<file path="src/rtl/bomb_scheduler.sv">
// Bomb-drop arbiter and fuse sequencer: latches player drop requests, validates and
// commits them through one map write port, and issues the per-tick fuse step strobe.
module bomb_scheduler #(
    parameter int MAX_BOMBS = 3
) (
    input  logic         clk,
    input  logic         rst_n,
    input  logic         tick,
    input  logic [1:0]   game_state,
    input  logic         reqA,
    input  logic         reqB,
    input  logic [3:0]   playerAx,
    input  logic [3:0]   playerAy,
    input  logic [3:0]   playerBx,
    input  logic [3:0]   playerBy,
    input  logic [199:0] cur_map,
    output logic         wr_en,
    output logic [3:0]   wr_x,
    output logic [3:0]   wr_y,
    output logic [1:0]   wr_val,
    output logic         step,
    output logic         grantA,
    output logic         grantB,
    output logic         denyA,
    output logic         denyB,
    output logic [2:0]   countA,
    output logic [2:0]   countB,
    output logic         busy
);

    typedef enum logic [2:0] {IDLE, ARB, WRITE, DENY, STEP, SETTLE} state_t;

    state_t state_q, state_d;

    logic       pend_a_q, pend_a_d, pend_b_q, pend_b_d;
    logic       tick_pend_q, tick_pend_d;
    logic       rr_q, rr_d;
    logic [3:0] snap_ax_q, snap_ax_d, snap_ay_q, snap_ay_d;
    logic [3:0] snap_bx_q, snap_bx_d, snap_by_q, snap_by_d;
    logic [99:0] own_v_q, own_v_d;
    logic [99:0] own_b_q, own_b_d;

    logic       wr_en_q, wr_en_d;
    logic [3:0] wr_x_q, wr_x_d, wr_y_q, wr_y_d;
    logic [1:0] wr_val_q, wr_val_d;
    logic       step_q, step_d;
    logic       grant_a_q, grant_a_d, grant_b_q, grant_b_d;
    logic       deny_a_q, deny_a_d, deny_b_q, deny_b_d;
    logic [2:0] count_a_q, count_a_d, count_b_q, count_b_d;
    logic       busy_q, busy_d;

    // Cells that are exploding right now and still belong to a player.
    logic [99:0] boom;
    genvar gi;
    generate
        for (gi = 0; gi < 100; gi++) begin : g_boom
            assign boom[gi] = (cur_map[2*gi +: 2] == 2'd3) && own_v_q[gi];
        end
    endgenerate

    logic       win_b;
    logic [3:0] win_x, win_y;
    logic [2:0] win_cnt;
    logic       in_bounds;
    logic [6:0] win_idx;
    logic       accept;
    logic [6:0] boom_a, boom_b;

    always_comb begin
        win_b     = (pend_a_q && pend_b_q) ? rr_q : pend_b_q;
        win_x     = win_b ? snap_bx_q : snap_ax_q;
        win_y     = win_b ? snap_by_q : snap_ay_q;
        win_cnt   = win_b ? count_b_q : count_a_q;
        in_bounds = (win_x >= 4'd1) && (win_x <= 4'd8) && (win_y >= 4'd1) && (win_y <= 4'd8);
        // Out-of-bounds snapshots are clamped to cell 0 so the map select stays in range.
        win_idx   = in_bounds ? 7'(10 * win_x + win_y) : 7'd0;
        accept    = (game_state == 2'd0) && in_bounds
                    && (cur_map[{win_idx, 1'b0} +: 2] == 2'd0)
                    && !own_v_q[win_idx]
                    && (win_cnt < 3'(MAX_BOMBS));

        boom_a = 7'd0;
        boom_b = 7'd0;
        for (int i = 0; i < 100; i++) begin
            if (boom[i]) begin
                if (own_b_q[i]) boom_b = boom_b + 7'd1;
                else            boom_a = boom_a + 7'd1;
            end
        end
    end

    always_comb begin
        state_d     = state_q;
        pend_a_d    = pend_a_q;
        pend_b_d    = pend_b_q;
        tick_pend_d = tick_pend_q;
        rr_d        = rr_q;
        snap_ax_d   = snap_ax_q;
        snap_ay_d   = snap_ay_q;
        snap_bx_d   = snap_bx_q;
        snap_by_d   = snap_by_q;
        own_v_d     = own_v_q;
        own_b_d     = own_b_q;
        wr_en_d     = 1'b0;
        wr_x_d      = wr_x_q;
        wr_y_d      = wr_y_q;
        wr_val_d    = 2'd0;
        step_d      = 1'b0;
        grant_a_d   = 1'b0;
        grant_b_d   = 1'b0;
        deny_a_d    = 1'b0;
        deny_b_d    = 1'b0;
        count_a_d   = count_a_q;
        count_b_d   = count_b_q;

        case (state_q)
            IDLE: begin
                if (tick || tick_pend_q) begin
                    state_d = STEP;
                    step_d  = 1'b1;
                end else if (pend_a_q || pend_b_q) begin
                    state_d = ARB;
                end
            end
            ARB: begin
                if (pend_a_q && pend_b_q) rr_d = ~rr_q;
                if (win_b) pend_b_d = 1'b0;
                else       pend_a_d = 1'b0;
                if (accept) begin
                    state_d          = WRITE;
                    wr_en_d          = 1'b1;
                    wr_x_d           = win_x;
                    wr_y_d           = win_y;
                    wr_val_d         = 2'd1;
                    grant_a_d        = !win_b;
                    grant_b_d        = win_b;
                    own_v_d[win_idx] = 1'b1;
                    own_b_d[win_idx] = win_b;
                    if (win_b) count_b_d = count_b_q + 3'd1;
                    else       count_a_d = count_a_q + 3'd1;
                end else begin
                    state_d  = DENY;
                    deny_a_d = !win_b;
                    deny_b_d = win_b;
                end
            end
            WRITE, DENY, SETTLE: state_d = IDLE;
            STEP: begin
                state_d     = SETTLE;
                tick_pend_d = 1'b0;
                own_v_d     = own_v_q & ~boom;
                count_a_d   = (boom_a >= {4'd0, count_a_q}) ? 3'd0 : count_a_q - boom_a[2:0];
                count_b_d   = (boom_b >= {4'd0, count_b_q}) ? 3'd0 : count_b_q - boom_b[2:0];
            end
            default: state_d = IDLE;
        endcase

        // A tick seen while busy is remembered; one landing in STEP counts as a new tick.
        if (tick && state_q != IDLE) tick_pend_d = 1'b1;
        if (reqA && !pend_a_q) begin
            pend_a_d  = 1'b1;
            snap_ax_d = playerAx;
            snap_ay_d = playerAy;
        end
        if (reqB && !pend_b_q) begin
            pend_b_d  = 1'b1;
            snap_bx_d = playerBx;
            snap_by_d = playerBy;
        end

        busy_d = (state_d != IDLE);
    end

    always_ff @(posedge clk or negedge rst_n) begin
        if (!rst_n) begin
            state_q     <= IDLE;
            pend_a_q    <= 1'b0;
            pend_b_q    <= 1'b0;
            tick_pend_q <= 1'b0;
            rr_q        <= 1'b0;
            snap_ax_q   <= 4'd0;
            snap_ay_q   <= 4'd0;
            snap_bx_q   <= 4'd0;
            snap_by_q   <= 4'd0;
            own_v_q     <= '0;
            own_b_q     <= '0;
            wr_en_q     <= 1'b0;
            wr_x_q      <= 4'd0;
            wr_y_q      <= 4'd0;
            wr_val_q    <= 2'd0;
            step_q      <= 1'b0;
            grant_a_q   <= 1'b0;
            grant_b_q   <= 1'b0;
            deny_a_q    <= 1'b0;
            deny_b_q    <= 1'b0;
            count_a_q   <= 3'd0;
            count_b_q   <= 3'd0;
            busy_q      <= 1'b0;
        end else begin
            state_q     <= state_d;
            pend_a_q    <= pend_a_d;
            pend_b_q    <= pend_b_d;
            tick_pend_q <= tick_pend_d;
            rr_q        <= rr_d;
            snap_ax_q   <= snap_ax_d;
            snap_ay_q   <= snap_ay_d;
            snap_bx_q   <= snap_bx_d;
            snap_by_q   <= snap_by_d;
            own_v_q     <= own_v_d;
            own_b_q     <= own_b_d;
            wr_en_q     <= wr_en_d;
            wr_x_q      <= wr_x_d;
            wr_y_q      <= wr_y_d;
            wr_val_q    <= wr_val_d;
            step_q      <= step_d;
            grant_a_q   <= grant_a_d;
            grant_b_q   <= grant_b_d;
            deny_a_q    <= deny_a_d;
            deny_b_q    <= deny_b_d;
            count_a_q   <= count_a_d;
            count_b_q   <= count_b_d;
            busy_q      <= busy_d;
        end
    end

    assign wr_en  = wr_en_q;
    assign wr_x   = wr_x_q;
    assign wr_y   = wr_y_q;
    assign wr_val = wr_val_q;
    assign step   = step_q;
    assign grantA = grant_a_q;
    assign grantB = grant_b_q;
    assign denyA  = deny_a_q;
    assign denyB  = deny_b_q;
    assign countA = count_a_q;
    assign countB = count_b_q;
    assign busy   = busy_q;

endmodule
</file>
<file path="config.mk">
export PLATFORM = sky130hd
export DESIGN_NAME = bomb_scheduler
export DESIGN_NICKNAME = d
export VERILOG_FILES = /design/src/rtl/bomb_scheduler.sv
export SDC_FILE = /design/constraint.sdc
export NUM_CORES = 2
export LEC_CHECK = 0
export CORE_MARGIN = 3
export CORE_UTILIZATION = 40
export CTS_CLUSTER_DIAMETER = 50
export CTS_CLUSTER_SIZE = 8
export DETAILED_ROUTE_END_ITERATION = 10
export GPL_TIMING_DRIVEN = 0
export SLEW_MARGIN = 25
export SYNTH_ARGS = -nofsm -noshare
export SYNTH_HDL_FRONTEND = slang
export SYNTH_SLANG_ARGS = --single-unit
</file>
<file path="constraint.sdc">
create_clock -name clk -period 45.6 [get_ports clk]
set_input_delay 9.12 -clock clk [delete_from_list [all_inputs] [get_ports clk]]
set_output_delay 9.12 -clock clk [all_outputs]
set_load 0.03 [all_outputs]
</file>
# Word-level counts from Yosys, hierarchy flattened
# Cells that the tools add are included.
# classes
addsub,203
n_mul,1
order_cmp,9
eq_ne,106
n_shift,1
n_mux,446
bitwise,4
reduce_logical,135
# ops
cell,count
7-bit 2-to-1 mux,398
7-bit by 1-bit adder with 7-bit output (second input constant),198
2-bit equality test (second input constant),100
100-bit one-hot mux with 2 select lines,1
200-bit by 9-bit variable part select with 2-bit output,1
1-bit logical AND,112
100-bit AND,1
100-bit bitwise mux,1
100-bit 2-to-1 mux,1
100-bit NOT,1
100-bit OR,1
1-bit 2-to-1 mux,29
3-bit 2-to-1 mux,9
7-bit by 3-bit >= comparator with 1-bit output,2
3-bit one-hot mux with 2 select lines,2
2-bit AND reduction,5
2-bit nonzero test,5
3-bit one-hot mux with 3 select lines,1
4-bit by 1-bit >= comparator with 1-bit output (second input constant),2
4-bit <= comparator (second input constant),2
7-bit by 8-bit less-than comparator with 1-bit output (second input constant),1
4-bit 2-to-1 mux,2
7-bit by 4-bit adder with 7-bit output,1
1-bit binary-select mux with 7-bit select,1
other kinds (17),28
# word_totals
ff_bits,246
out_inout_bits,23
elab_cells,928

# Depth between registers and ports, before layout
# depth
word_depth,303
ltp_mapped,310
depth_no_buf,310

# Least setup slack after synthesis
# Ideal clock, no wire load.
# synth_timing
path_kind,input to register
from,input cur_map[0]
to,register count_a_q[2] (netlist: countA[2])
setup_ns,0.065
arrival_time_ns,58.319
setup_slack_ns,-12.784
path_stages,304
cell_sequence,and4b_1 > ha_1 > mux2i_4 > inv_1 > ha_1 > mux2i_1 > inv_1 > ha_1 > mux2i_1 > inv_1 > ha_1 > nand2_1 > o31ai_1 > ha_1 > xnor2_1 > nand3_1 > o211a_1 > ha_1 > [... 268 more ...] > o21ai_0 > ha_1 > mux2i_1 > inv_1 > ha_1 > nand2_1 > o21ai_0 > ha_1 > mux2_2 > ha_1 > a21boi_0 > o21ai_0 > nand2_1 > or4_1 > mux2i_1 > nand2_1 > o21ai_1 > o21a_1
# synth_via
elab_chain_cells,303
# synth_lines
element,line_no,text
"start, declared",16,"input logic [199:0] cur_map,"
2-bit equality test,57,assign boom[gi] = (cur_map[2*gi +: 2] == 2'd3) && own_v_q[gi];
1-bit logical AND,57,
7-bit 2-to-1 mux,85,if (boom[i]) begin
7-bit by 1-bit adder with 7-bit output,87,else boom_a = boom_a + 7'd1;
7-bit 2-to-1 mux,86,if (own_b_q[i]) boom_b = boom_b + 7'd1;
7-bit 2-to-1 mux,85,
7-bit by 1-bit adder with 7-bit output,87,
7-bit 2-to-1 mux,86,
[... 287 more ...],n/a,
7-bit 2-to-1 mux,86,
7-bit 2-to-1 mux,85,
7-bit by 1-bit adder with 7-bit output,87,
7-bit 2-to-1 mux,86,
7-bit 2-to-1 mux,85,
7-bit by 3-bit >= comparator with 1-bit output / 3-bit subtractor (equally long branches),152,"count_a_d = (boom_a >= {4'd0, count_a_q}) ? 3'd0 : count_a_q - boom_a[2:0];"
3-bit 2-to-1 mux,152,
3-bit one-hot mux with 2 select lines,116,case (state_q)
"end signal, assigned",220,count_a_q <= count_a_d;
"end, declared",49,"logic [2:0] count_a_q, count_a_d, count_b_q, count_b_d;"
# Several ways; a longest one is shown, not always the timed one.
# A chain may end at the register's enable or synchronous reset.

# Worst setup path after layout
# layout_timing
from,input cur_map[1]
to,register count_a_q[2] (netlist: countA[2])
# Same word-level chain as after synthesis.

==> results.yml <==
run_status:
  status: "complete, but fails checks"
  violations: "negative setup slack"
yosys:
  syn-mean-instance-area_um2: 7.342
  ys_seq_area_share_pct: 11.72
  ys_async_sr_fraction_pct: 100.0
  synth_area_leaders: "xnor2_1 14%, dfrtp_1 12%, nand2_1 6.3%, xor2_1 5.9%, o21ai_0 5.3%"
  ys_warn_count: 0
  synth_edf_count: 0
  synth_nets: 7537
  syn_area_um2: 52120
  synth_cell_types: 117
  yosysTopAreaCellShare_pct: 13.73
  synthFlopType: "dfrtp_1"
  synth_area_leader_cell: "xnor2_1"
  synth_cells: 7098
  ys_ff_latch: 244
worst_setup_path:
  critPathKind: "in -> reg"
  reg2regPathDepth: 310
  crit_slowest_cell: "or4_4"
  critPathMaxFanout: 4
  cp-end-kind: "register"
  start_kind: "input pin"
  reg2reg_from: "own_b_q[0]"
  cp.arrival_ns: 58.71
  r2r-end: "countA[2]"
  reg2reg_slack_ns: -4.43
  slowest_delay_ns: 0.45
  crit_top_cell: "ha_4"
  cp.required_ns: 46.15
layout:
  regArea_um2: 6106
  drive_above_1_share_pct: 18.11
  layout_commonest_cell: "nand2_1"
  nFillCells: 12490
  final_cell_area_um2: 66260
  final_nets: 8303
  multi_input_area_um2: 48310
  fin_cells: 9631
  syn2layout_area_growth_pct: 27.15
  final_cell_mix: "832 x nand2_1, 762 x xnor2_1, 652 x nor2_1"
global_routing:
  antenna_found_initial: 17
  grt_use_total_pct: 29.14
  grt-ovfl-total: 0
  grt_max_degree: 84
  grt_use_met3_pct: 4.527
  grt_use_met1_pct: 39.64
  grt.busiest_layer: "met2"
  gr-usage-met2_pct: 45.73
  grt_pass1_wl_mm: 310.7
  grt_pass1_vias: 52530
placed_design:
  gp_congestion: 0.9408
  dp_slack_ns: -16.45
  port_buffers: 244
  place_inst: 9080
  place_area_um2: 58270
  place_hpwl_mm: 162.1
sta:
  worstMarginPinSlew_ns: 1.282
  slew_violations: 0
  hold_violations: 0
  rsz0062_at_grt: "yes"
  post-route-period-util_pct: 127.5
  finalClockSkew_ns: 0.04253
  maxSlewHeadroom_pct: 14.37
  max_freq_mhz: 17.20
  min_period_ns: 58.15
  tns_ns: -71.86
  setup_viol: 6
  setup_slack_ns: -12.55
route:
  drtIter0Drc: 4876
  drt-total-wl_mm: 210.2
  drc: 0
  dr.pass1.iters: 9
  wire_per_inst_um: 21.82
  antenna_left: 0
  via_per_inst: 5.940
  dr_total_vias: 57210
hold_path:
  hold_depth: 2
  holdCritPathClass: "reg -> reg"
  hold_end: "wr_x[0]"
  hp-start: "wr_x[0]"
floorplan:
  die_w_um: 367.0
  core_area_um2: 128500
  ios: 246
  fp.dieH_um: 367.0
  rows: 131
  start_util_pct: 40.56
  die-area_um2: 134700
clock_network:
  cts_hold_buf: 0
  numCtsBuffers: 49
  clockBufferDepth: 3
  clk_latency_ns: 0.65
  cts_sinks: 244
  htree_levels: 2
  clk_pin_slew_ns: 0.05
  tritoncts: "built"
  cts_root_buf: "clkbuf_16"
flow_run:
  drv_cap: 0
power_and_ir_drop:
  power_density_nw_per_um2: 33.00
  p_leak_uw: 0.02665
  peakVddDrop_mv: 0.05228
  power.total_uw: 2187
## cells by family after synthesis
group	Yosys count	share of synthesized area [%]
XOR/XNOR	1373	28.13
other	1	0.007195
AO/OA/AOI/OAI	1708	20.80
flip-flops	244	11.72
AND/OR/NAND/NOR	2923	27.31
adder cells (fa/ha/maj)	228	5.474
multiplexers	150	3.073
buffers and inverters	471	3.493
## area by class of cell
class	count	share of cell area, %
flip-flops and latches	244	9.215
clock inverters	22	0.4513
diodes	7	0.02644
clock buffers	60	1.990
inverters	247	1.418
plain buffers	221	1.399
repair buffers	718	9.333
multi-input cells	6383	72.90
well taps	1729	3.265
## state kept, by name, indices dropped and copies added, names as in the netlist, 3 cells and up
signal,flops
countB,3
snap_by_q,4
countA,3
own_b_q,100
wr_x,4
snap_ax_q,4
wr_y,4
snap_ay_q,4
own_v_q,100
snap_bx_q,4
state_q,3
## worst max-delay path by stage
stage | cells after the start | to | from | slack, ns
after global routing | 308 | countA[2] | cur_map[1] | -14.79
after detailed placement | 301 | countA[2] | cur_map[1] | -16.45
final | 311 | countA[2] | cur_map[1] | -12.55
after floorplan | 303 | countA[2] | cur_map[1] | -9.34
after CTS | 306 | countA[2] | cur_map[0] | -11.86
after global placement | 291 | countA[2] | cur_map[1] | -16.21
## report_power, final
part	switching, uW	internal, uW	total [uW]
combinational	1030	514	1550
clock	133	233	366
sequential	31.2	242	273
## routing by layer
| metal | vias up | part of all wire, % | routed length (um) |
|---|---|---|---|
| li1 | 27260 | - | - |
| met1 | 27430 | 44 | 91670 |
| met2 | 2112 | 44 | 92780 |
| met3 | 400 | 7.7 | 16100 |
| met4 | 6 | 4.6 | 9579 |
| met5 | - | 0.021 | 45 |
## Yosys cell counts, drive strengths merged, types with 152 or more instances
library cell and count:
nor3 254, nand2 876, nor2 708, dfrtp 244
xor2 368, nand4 152, nand3 265, clkbuf 203
xnor2 870, a21oi 340, inv 246, o21ai 558
ha 212
## critical path: cells and delay by family
family	cells	cell delay [ns]
adder cells (fa/ha/maj)	50	13.54
AND/OR/NAND/NOR	76	8.49
buffers and inverters	38	4.28
XOR/XNOR	39	6.44
multiplexers	13	2.98
AO/OA/AOI/OAI	95	13.80
## per-stage QoR
stage	hold slack (ns)	util [%]
after floorplan	0.4554	-
after global placement	0.4758	45.10
after detailed placement	0.4772	45.34
after CTS	0.4891	49.62
after global routing	0.5107	51.56
final	0.4809	51.57
## repair_timing
item	in CTS	in global routing
pin swaps	313	385
gates resized for setup	262	264
buffers inserted	340	128
setup endpoints to repair	6	6
(Power assumes the default switching activity.)
